===== config.mk =====
export PLATFORM = sky130hd
export DESIGN_NAME = abr_prim_fifo_sync
export DESIGN_NICKNAME = d
export VERILOG_FILES = /design/src/rtl/abr_prim_util_pkg.sv /design/src/rtl/abr_prim_fifo_ptr.sv /design/src/rtl/abr_prim_fifo_sync.sv
export SDC_FILE = /design/constraint.sdc
export NUM_CORES = 1
export LEC_CHECK = 0
export BUFFER_PORTS_ARGS = -buffer_cell sky130_fd_sc_hd__buf_2
export CAP_MARGIN = 20
export CORE_AREA = 3 3 144 90
export CTS_BUF_LIST = sky130_fd_sc_hd__clkbuf_16
export CTS_CLUSTER_DIAMETER = 40
export DETAILED_ROUTE_END_ITERATION = 8
export DIE_AREA = 0 0 147 93
export MAX_ROUTING_LAYER = met4
export PLACE_DENSITY = 0.71
export REMOVE_ABC_BUFFERS = 1
export SYNTH_ARGS = -nofsm -noshare
export SYNTH_HDL_FRONTEND = slang
export SYNTH_SLANG_ARGS = --single-unit

===== constraint.sdc =====
create_clock -name clk_i -period 2.6 [get_ports clk_i]
set_input_delay 0.26 -clock clk_i [delete_from_list [all_inputs] [get_ports clk_i]]
set_output_delay 0.26 -clock clk_i [all_outputs]
set_load 0.01 [all_outputs]

===== src/rtl/abr_prim_util_pkg.sv =====
// Shared primitive utilities: width helpers used to size counters and pointers.
package abr_prim_util_pkg;

  // Bits needed to index 'value' distinct items; never less than 1.
  function automatic int unsigned vbits(int unsigned value);
    return (value <= 1) ? 1 : $clog2(value);
  endfunction

endpackage


===== src/rtl/abr_prim_fifo_ptr.sv =====
// Wrap-bit pointer counter: index runs 0..Depth-1, wrap toggles on rollover,
// so equal indices with differing wrap bits distinguish full from empty.
module abr_prim_fifo_ptr #(
  parameter int unsigned Depth = 4,
  parameter int unsigned PtrW  = 2
) (
  input  logic            clk_i,
  input  logic            rst_ni,
  input  logic            clr_i,
  input  logic            inc_i,
  output logic [PtrW-1:0] ptr_o,
  output logic            wrap_o
);

  localparam logic [PtrW-1:0] LastIdx = PtrW'(Depth - 1);

  logic [PtrW-1:0] ptr_d, ptr_q;
  logic            wrap_d, wrap_q;

  // NOTE: every variable assigned in always_comb gets a default first, so no
  // path through the block can leave it unassigned and infer a latch.
  always_comb begin
    ptr_d  = ptr_q;
    wrap_d = wrap_q;
    if (clr_i) begin
      ptr_d  = '0;
      wrap_d = 1'b0;
    end else if (inc_i) begin
      if (ptr_q == LastIdx) begin
        ptr_d  = '0;
        wrap_d = ~wrap_q;
      end else begin
        ptr_d = ptr_q + PtrW'(1);
      end
    end
  end

  // NOTE: sequential state uses non-blocking assignments only, so every flop
  // samples the pre-edge value regardless of block evaluation order.
  always_ff @(posedge clk_i or negedge rst_ni) begin
    if (!rst_ni) begin
      ptr_q  <= '0;
      wrap_q <= 1'b0;
    end else begin
      ptr_q  <= ptr_d;
      wrap_q <= wrap_d;
    end
  end

  assign ptr_o  = ptr_q;
  assign wrap_o = wrap_q;

endmodule


===== src/rtl/abr_prim_fifo_sync.sv =====
// Single-clock valid/ready FIFO with non-power-of-2 depth support, optional
// fall-through when empty, synchronous flush and a pointer integrity flag.
module abr_prim_fifo_sync
  import abr_prim_util_pkg::*;
#(
  parameter  int unsigned Width  = 32,
  parameter  int unsigned Depth  = 4,
  parameter  bit          Pass   = 1'b1,
  localparam int unsigned PtrW   = vbits(Depth),
  localparam int unsigned DepthW = vbits(Depth + 1)
) (
  input  logic              clk_i,
  input  logic              rst_ni,
  input  logic              clr_i,
  input  logic              wvalid_i,
  output logic              wready_o,
  input  logic [Width-1:0]  wdata_i,
  output logic              rvalid_o,
  input  logic              rready_i,
  output logic [Width-1:0]  rdata_o,
  output logic              full_o,
  output logic [DepthW-1:0] depth_o,
  output logic              err_o
);

  if (Depth == 0) begin : gen_depth_check
    $error("abr_prim_fifo_sync: Depth must be at least 1");
  end

  // One spare bit so a corrupted pointer pair shows up as a count above Depth.
  localparam int unsigned CntW = DepthW + 1;

  logic            init_d, init_q;
  logic [PtrW-1:0] widx, ridx;
  logic            wwrap, rwrap;
  logic            empty, full;
  logic            push, pop, bypass;
  logic [CntW-1:0] count;
  logic [Width-1:0] mem_q [Depth];

  assign init_d = 1'b1;

  always_ff @(posedge clk_i or negedge rst_ni) begin
    if (!rst_ni) begin
      init_q <= 1'b0;
    end else begin
      init_q <= init_d;
    end
  end

  abr_prim_fifo_ptr #(.Depth(Depth), .PtrW(PtrW)) u_wptr (
    .clk_i  (clk_i),
    .rst_ni (rst_ni),
    .clr_i  (clr_i),
    .inc_i  (push),
    .ptr_o  (widx),
    .wrap_o (wwrap)
  );

  abr_prim_fifo_ptr #(.Depth(Depth), .PtrW(PtrW)) u_rptr (
    .clk_i  (clk_i),
    .rst_ni (rst_ni),
    .clr_i  (clr_i),
    .inc_i  (pop),
    .ptr_o  (ridx),
    .wrap_o (rwrap)
  );

  assign empty = (widx == ridx) && (wwrap == rwrap);
  assign full  = (widx == ridx) && (wwrap != rwrap);

  always_comb begin
    count = '0;
    if (wwrap == rwrap) begin
      count = CntW'(widx) - CntW'(ridx);
    end else begin
      count = CntW'(Depth) - CntW'(ridx) + CntW'(widx);
    end
  end

  assign wready_o = init_q & ~full & ~clr_i;
  assign rvalid_o = init_q & ~clr_i & (~empty | (Pass & wvalid_i));

  // A word forwarded to a ready reader never touches storage or the pointers.
  assign bypass = Pass & empty & wvalid_i & rready_i & init_q & ~clr_i;
  assign push   = wvalid_i & wready_o & ~bypass;
  assign pop    = rvalid_o & rready_i & ~empty;

  // NOTE: the storage array has no reset; the pointers alone define which
  // entries are valid, so clearing the data would only cost reset routing.
  always_ff @(posedge clk_i) begin
    if (push) begin
      mem_q[widx] <= wdata_i;
    end
  end

  always_comb begin
    rdata_o = '0;
    if (rvalid_o) begin
      rdata_o = empty ? wdata_i : mem_q[ridx];
    end
  end

  assign full_o  = full;
  assign depth_o = count[DepthW-1:0];
  assign err_o   = (count > CntW'(Depth));

endmodule

# After elaboration in Yosys (flattened, before gate mapping)
# Memories as Yosys holds them, arrays and structs flattened.
# Cells that the tools add are included.
[op_classes] order_cmp=1 n_reduce_logical=8 addsub=5 bitwise_logic=19 mux=17 eq_ne=5
[op_table] operator="$mux W32" count=2
[op_table] operator="$and A1 B1 Y1" count=12
[op_table] operator="$mux W2" count=6
[op_table] operator="$mux W1" count=8
[op_table] operator="$reduce_bool A2 Y1" count=4
[op_table] operator="$not A1 Y1" count=6
[op_table] operator="$add A2 B1 Y2 const B" count=2
[op_table] operator="$add A4 B2 Y4" count=1
[op_table] operator="$eq A2 B2 Y1 const B" count=2
[op_table] operator="$gt A4 B3 Y1 const B" count=1
[op_table] operator="$mux W4" count=1
[op_table] operator="$reduce_and A2 Y1" count=2
[op_table] operator="$sub A3 B2 Y4 const A" count=1
[op_table] operator="$sub A2 B2 Y3" count=1
[op_table] operator="$eq A2 B2 Y1" count=1
[op_table] operator="$logic_and A1 B1 Y1" count=2
[op_table] operator="$eq A1 B1 Y1" count=1
[op_table] operator="$ne A1 B1 Y1" count=1
[op_table] operator="$or A1 B1 Y1" count=1
[word_totals] out_inout_bits=39 register_bits=7 n_memories=1 ram_bits=128
[mem_list] memory="mem_q" depth=4 word_bits=32 read_ports=1 rd_ports_with_merged_regs=0 wr=1 line="abr_prim_fifo_sync.sv:39" text="logic [Width-1:0] mem_q [Depth];"

# Depth between registers and ports, before layout
[depth] word_depth=10 ltp_mapped=10 ltp_nobuf=7

# By module
# A second synthesis with hierarchy kept.
[hier_totals] hier_cells=304 hier_area_um2=5765.5
[modules_own_cells] module="abr_prim_fifo_sync" area_each_um2=5470.2 cells_each=280 instances=1
[modules_own_cells] module="abr_prim_fifo_ptr" area_each_um2=147.6 cells_each=12 instances=2

# Least setup slack after synthesis
# Ideal clock, no wire load.
[synth_path] path_kind="flip-flop to flip-flop" from="reg u_rptr.ptr_q[1], in the netlist u_rptr.ptr_o[1]" to="mem mem_q[3][0] (enable)" stages_incl_launch_ff=8 slack_ns=0.028 arrival_time_ns=2.198 setup_ns=0.374 t_required_ns=2.226 cell_sequence="dfrtp_1 clkbuf_1 buf_2 inv_1 ha_1 and2_2 o21ai_1 and3_2"
[synth_via] elab_chain_len=10 word_cells_on_any_way=15 cone_classes="1 x eq/ne; 2 x mux; 10 x bitwise; 2 x reduce/logical"
[synth_rtl] element="start, declared" line="abr_prim_fifo_ptr.sv:17" text="logic [PtrW-1:0] ptr_d, ptr_q;"
[synth_rtl] element="start signal, assigned" line="abr_prim_fifo_ptr.sv:45" text="ptr_q <= ptr_d;"
[synth_rtl] element="$eq A2 B2 Y1 *" line="abr_prim_fifo_sync.sv:69, abr_prim_fifo_sync.sv:70"
[synth_rtl] element="$logic_and A1 B1 Y1" line="abr_prim_fifo_sync.sv:69" text="assign empty = (widx == ridx) && (wwrap == rwrap);"
[synth_rtl] element="$and A1 B1 Y1 (4 in a row)" line="abr_prim_fifo_sync.sv:85" text="assign bypass = Pass & empty & wvalid_i & rready_i & init_q & ~clr_i;"
[synth_rtl] element="$not A1 Y1" line="abr_prim_fifo_sync.sv:86" text="assign push = wvalid_i & wready_o & ~bypass;"
[synth_rtl] element="$and A1 B1 Y1 *" line="abr_prim_fifo_sync.sv:86"
[synth_rtl] element="$mux W1 *" line="abr_prim_fifo_sync.sv:92" text="if (push) begin"
[synth_rtl] element="$mux W1 (implied by the code) *" line="abr_prim_fifo_sync.sv:93" text="mem_q[widx] <= wdata_i;"
[synth_rtl] element="end, declared" line="abr_prim_fifo_sync.sv:39"
# Mark *: on every way between the ends. The rest lies on a longest branch, timed or not.

# Worst setup path in the final report
[layout_path] from="reg u_wptr.ptr_q[0], in the netlist u_wptr.ptr_o[0]" to="out rdata_o[11]"
[layout_via] elab_chain_len=6 word_cells_on_any_way=7 cone_classes="1 x eq/ne; 2 x mux; 3 x bitwise; 1 x reduce/logical"
[layout_rtl] element="start, declared" line="abr_prim_fifo_ptr.sv:17"
[layout_rtl] element="start signal, assigned" line="abr_prim_fifo_ptr.sv:45"
[layout_rtl] element="$eq A2 B2 Y1 *" line="abr_prim_fifo_sync.sv:69"
[layout_rtl] element="$logic_and A1 B1 Y1 *" line="abr_prim_fifo_sync.sv:69"
[layout_rtl] element="$not A1 Y1" line="abr_prim_fifo_sync.sv:82" text="assign rvalid_o = init_q & ~clr_i & (~empty | (Pass & wvalid_i));"
[layout_rtl] element="$or A1 B1 Y1" line="abr_prim_fifo_sync.sv:82"
[layout_rtl] element="$and A1 B1 Y1" line="abr_prim_fifo_sync.sv:82"
[layout_rtl] element="$mux W32 *" line="abr_prim_fifo_sync.sv:99" text="if (rvalid_o) begin"
[layout_rtl] element="end, declared" line="abr_prim_fifo_sync.sv:20" text="output logic [Width-1:0] rdata_o,"
# Marks and branches as above.

==> flow_summary.yaml <==
floorplanning:
  die_y_um: 93
  io_pins: 76
  core_area_sq_um: 11900
  start_util_pct: 48.3
  rows: 31
  die_w_um: 147
  dieArea_sq_um: 13700
setup_path:
  start_kind: "register"
  critPathKind: "register to primary output"
  crit_fanout: 13
  r2r_slack_ns: 0.31
  rr_startpoint: "u_wptr.ptr_o[0]"
  required_ns: 2.34
  endpoint_kind: "primary output"
  arrival_ns: 2.25
  crit_start: "u_wptr.ptr_o[0]"
logic_synthesis:
  synth.area.mux_share_pct: 12.8
  synth_simple_gate_area_share_pct: 7.04
  ys_top_cells_by_area: "edfxtp_1, mux4_2, a21oi_1, dfrtp_1, nand3_1"
  synth_seq_cells: 135
  asyncSetResetFlopFracSynth_pct: 5.19
  synth_top_area_share_pct: 67.1
  synth_area_per_cell_sq_um: 16.7
  synth_fa_ha_area_share_pct: 2.32
  syn_inst: 342
  synth_area_sq_um: 5730
  synth_edf_count: 128
  synth_ff_type: "edfxtp_1"
  synth_compound_area_share_pct: 3.82
  synth_top_area_cell: "edfxtp_1"
  synth_cell_types: 30
  synth-xor-area-share_pct: 0.590
  synth_top_family_by_area: "multiplexers"
  synth-warning-count: 0
  seq_area_frac_synth_pct: 70.2
placed_design:
  port-buffer-count: 75
  hpwl_mm: 7.22
  gp_congestion: 0.792
  dp.cells: 570
  pre_cts_ws_ns: 0.311
sta:
  slew_headroom_pct: 63.7
  setup_violations: 0
  finalClockSkew_ns: 0.0116
  fin_crit_sh_pct: 96.5
  fmax_mhz: 399
  tns_ns: 0
  hold_viol_final: 0
  slew_viol_final: 0
  setup_ws_ns: 0.0906
  tightestPinTransition_ns: 0.541
  post-route-min-period_ns: 2.51
  fin_hold_ws_ns: 0.0848
clocking:
  cts_buffer_depth: 2
  cts_made_buffers: 17
  root_buffer: "clkbuf_16"
  clkSinkCount: 135
  clkTransAtPathRegs_ns: 0.06
  clk_latency_ns: 0.40
  cts_tree: "built"
  htree_levels: 4
run:
  drv_cap: 0
global_route:
  grt_usage_pct: 19.6
  grt_overflow: 0
  gr-max-usage-layer: "met2"
  grt_first_pass_wirelength_mm: 19.3
  use_met3_pct: 4.75
  first_global_vias: 3422
  met2_usage_pct: 29.8
  antenna_found_initial: 0
  grt_max_degree: 36
  grt_util_met1_pct: 27.2
drt:
  vias_per_cell: 5.55
  drc: 0
  wl_mm: 12.6
  via_count: 3371
  dr.pass1.iters: 5
  ant_nets: 0
  drtIter0Drc: 258
  wl_per_cell_um: 20.8
cells_and_area:
  fin_nets: 477
  drive_above_1_share_pct: 38.2
  layout.cells.non_filler: 607
  seq_area_sq_um: 4020
  syn_to_final_growth_pct: 21.8
  multi_input_area_sq_um: 1540
  antenna_cells: 0
  fillers: 942
power:
  ir_drop_v: 0.000534
  p_leak_uw: 0.00247
  power_uw: 5240
  power.density_nw_per_um2: 751
hold_path:
  hold_start: "wdata_i[15]"
  hold_class: "input pin to register"
run_status:
  status: "finished, final reports clean"
cell type report:
| cell class | instances | share of cell area, % |
|---|---|---|
| Timing Repair Buffer | 91 | 8.34 |
| Inverter | 10 | 0.538 |
| Multi-Input combinational cell | 175 | 22.1 |
| Sequential cell | 135 | 57.7 |
| Tap cell | 165 | 2.96 |
| Clock inverter | 14 | 2.31 |
| Clock buffer | 17 | 6.10 |
layout by cell type, fill, tap and decap left out:
master / instances
clkinv_2: 2
nand2_1: 33
ha_1: 9
conb_1: 1
nor2_1: 7
nand3_1: 35
dfrtp_2: 2
nand2b_2: 1
inv_1: 10
nand4_1: 1
xnor2_1: 2
o21ai_1: 1
buf_4: 8
mux2i_1: 1
clkinv_4: 1
nand2_2: 1
edfxtp_1: 128
mux4_2: 32
buf_2: 75
and3_2: 4
clkinvlp_4: 6
inv_2: 1
dfrtp_1: 5
fa_1: 1
a31oi_1: 1
buf_12: 5
a31o_2: 1
and2_2: 2
a21oi_1: 34
o31ai_1: 2
bufinv_16: 3
a21oi_2: 2
clkinv_1: 1
dlygate4sd3_1: 1
buf_6: 1
clkbuf_16: 18
and2_4: 3
xor2_2: 1
kinds of logic (layout without fill, tap and decap cells):
family	after synthesis	count (layout)
muxes	33	33
buffers and inverters	33	132
xor gates and xnor gates	3	3
adders and majority gates	10	10
other	1	1
and+or+nand+nor	86	87
AOI/OAI and AO/OA	41	41
DFF	135	135
flip-flops by register name, indices dropped and copies added (netlist names):
signal and flops:
u_wptr.ptr_o 2, u_rptr.ptr_o 2, init_q 1, mem_q 128
u_wptr.wrap_o 1, u_rptr.wrap_o 1
report_power, final:
part | switching (uW) | internal (uW)
clock network | 851 | 1490
registers | 8.87 | 2410
logic | 288 | 193
layer usage:
metal / part of all wire (%) / vias to the layer above
li1: - / 1509
met1: 45 / 1714
met2: 46 / 144
met3: 8.2 / 4
met4: 0.23 / 0
met5: 0 / -
per-stage QoR:
stage	util, %	instance area [sq um]
2_1_floorplan	-	5580
3_3_place_gp	53.1	6300
3_5_place_dp	53.1	6300
4_1_cts	58.2	6910
5_1_grt	58.8	6980
6_report	58.8	6980
final timing paths:
path / cells after the start / to
setup reg to reg: 6 / mem_q[0][25]
setup / recovery: 8 / rdata_o[11]
min in group asynchronous: 2 / u_rptr.wrap_o
hold / removal: 1 / mem_q[2][15]
max in group asynchronous: 2 / u_rptr.ptr_o[1]
hold reg to reg: 2 / u_rptr.wrap_o
Yosys cell counts, drive strengths merged (2+ instances only):
cell,count
a21oi,36
and2,4
and3,4
buf,18
clkbuf,5
dfrtp,7
edfxtp,128
ha,9
inv,10
mux4,32
nand2,34
nand3,35
nor2,7
o31ai,2
xnor2,2
critical path, stage by stage, from the launching register on:
cell and delay, ns:
dfrtp_1 0.40, inv_1 0.11, ha_1 0.33, and2_4 0.20, and2_4 0.17, buf_12 0.14
nand3_1 0.08, a21oi_1 0.22, buf_2 0.17
repair_timing:
item                       4_1_cts  5_1_grt
setup buffers                    0        3
gates resized for setup          2        3
setup endpoints to repair       19       30
hold endpoints to repair         7        0
pin swaps                        1        2
hold buffers                     1        0
cloned                           1        1
No activity file was read; power rests on OpenSTA's default activity.
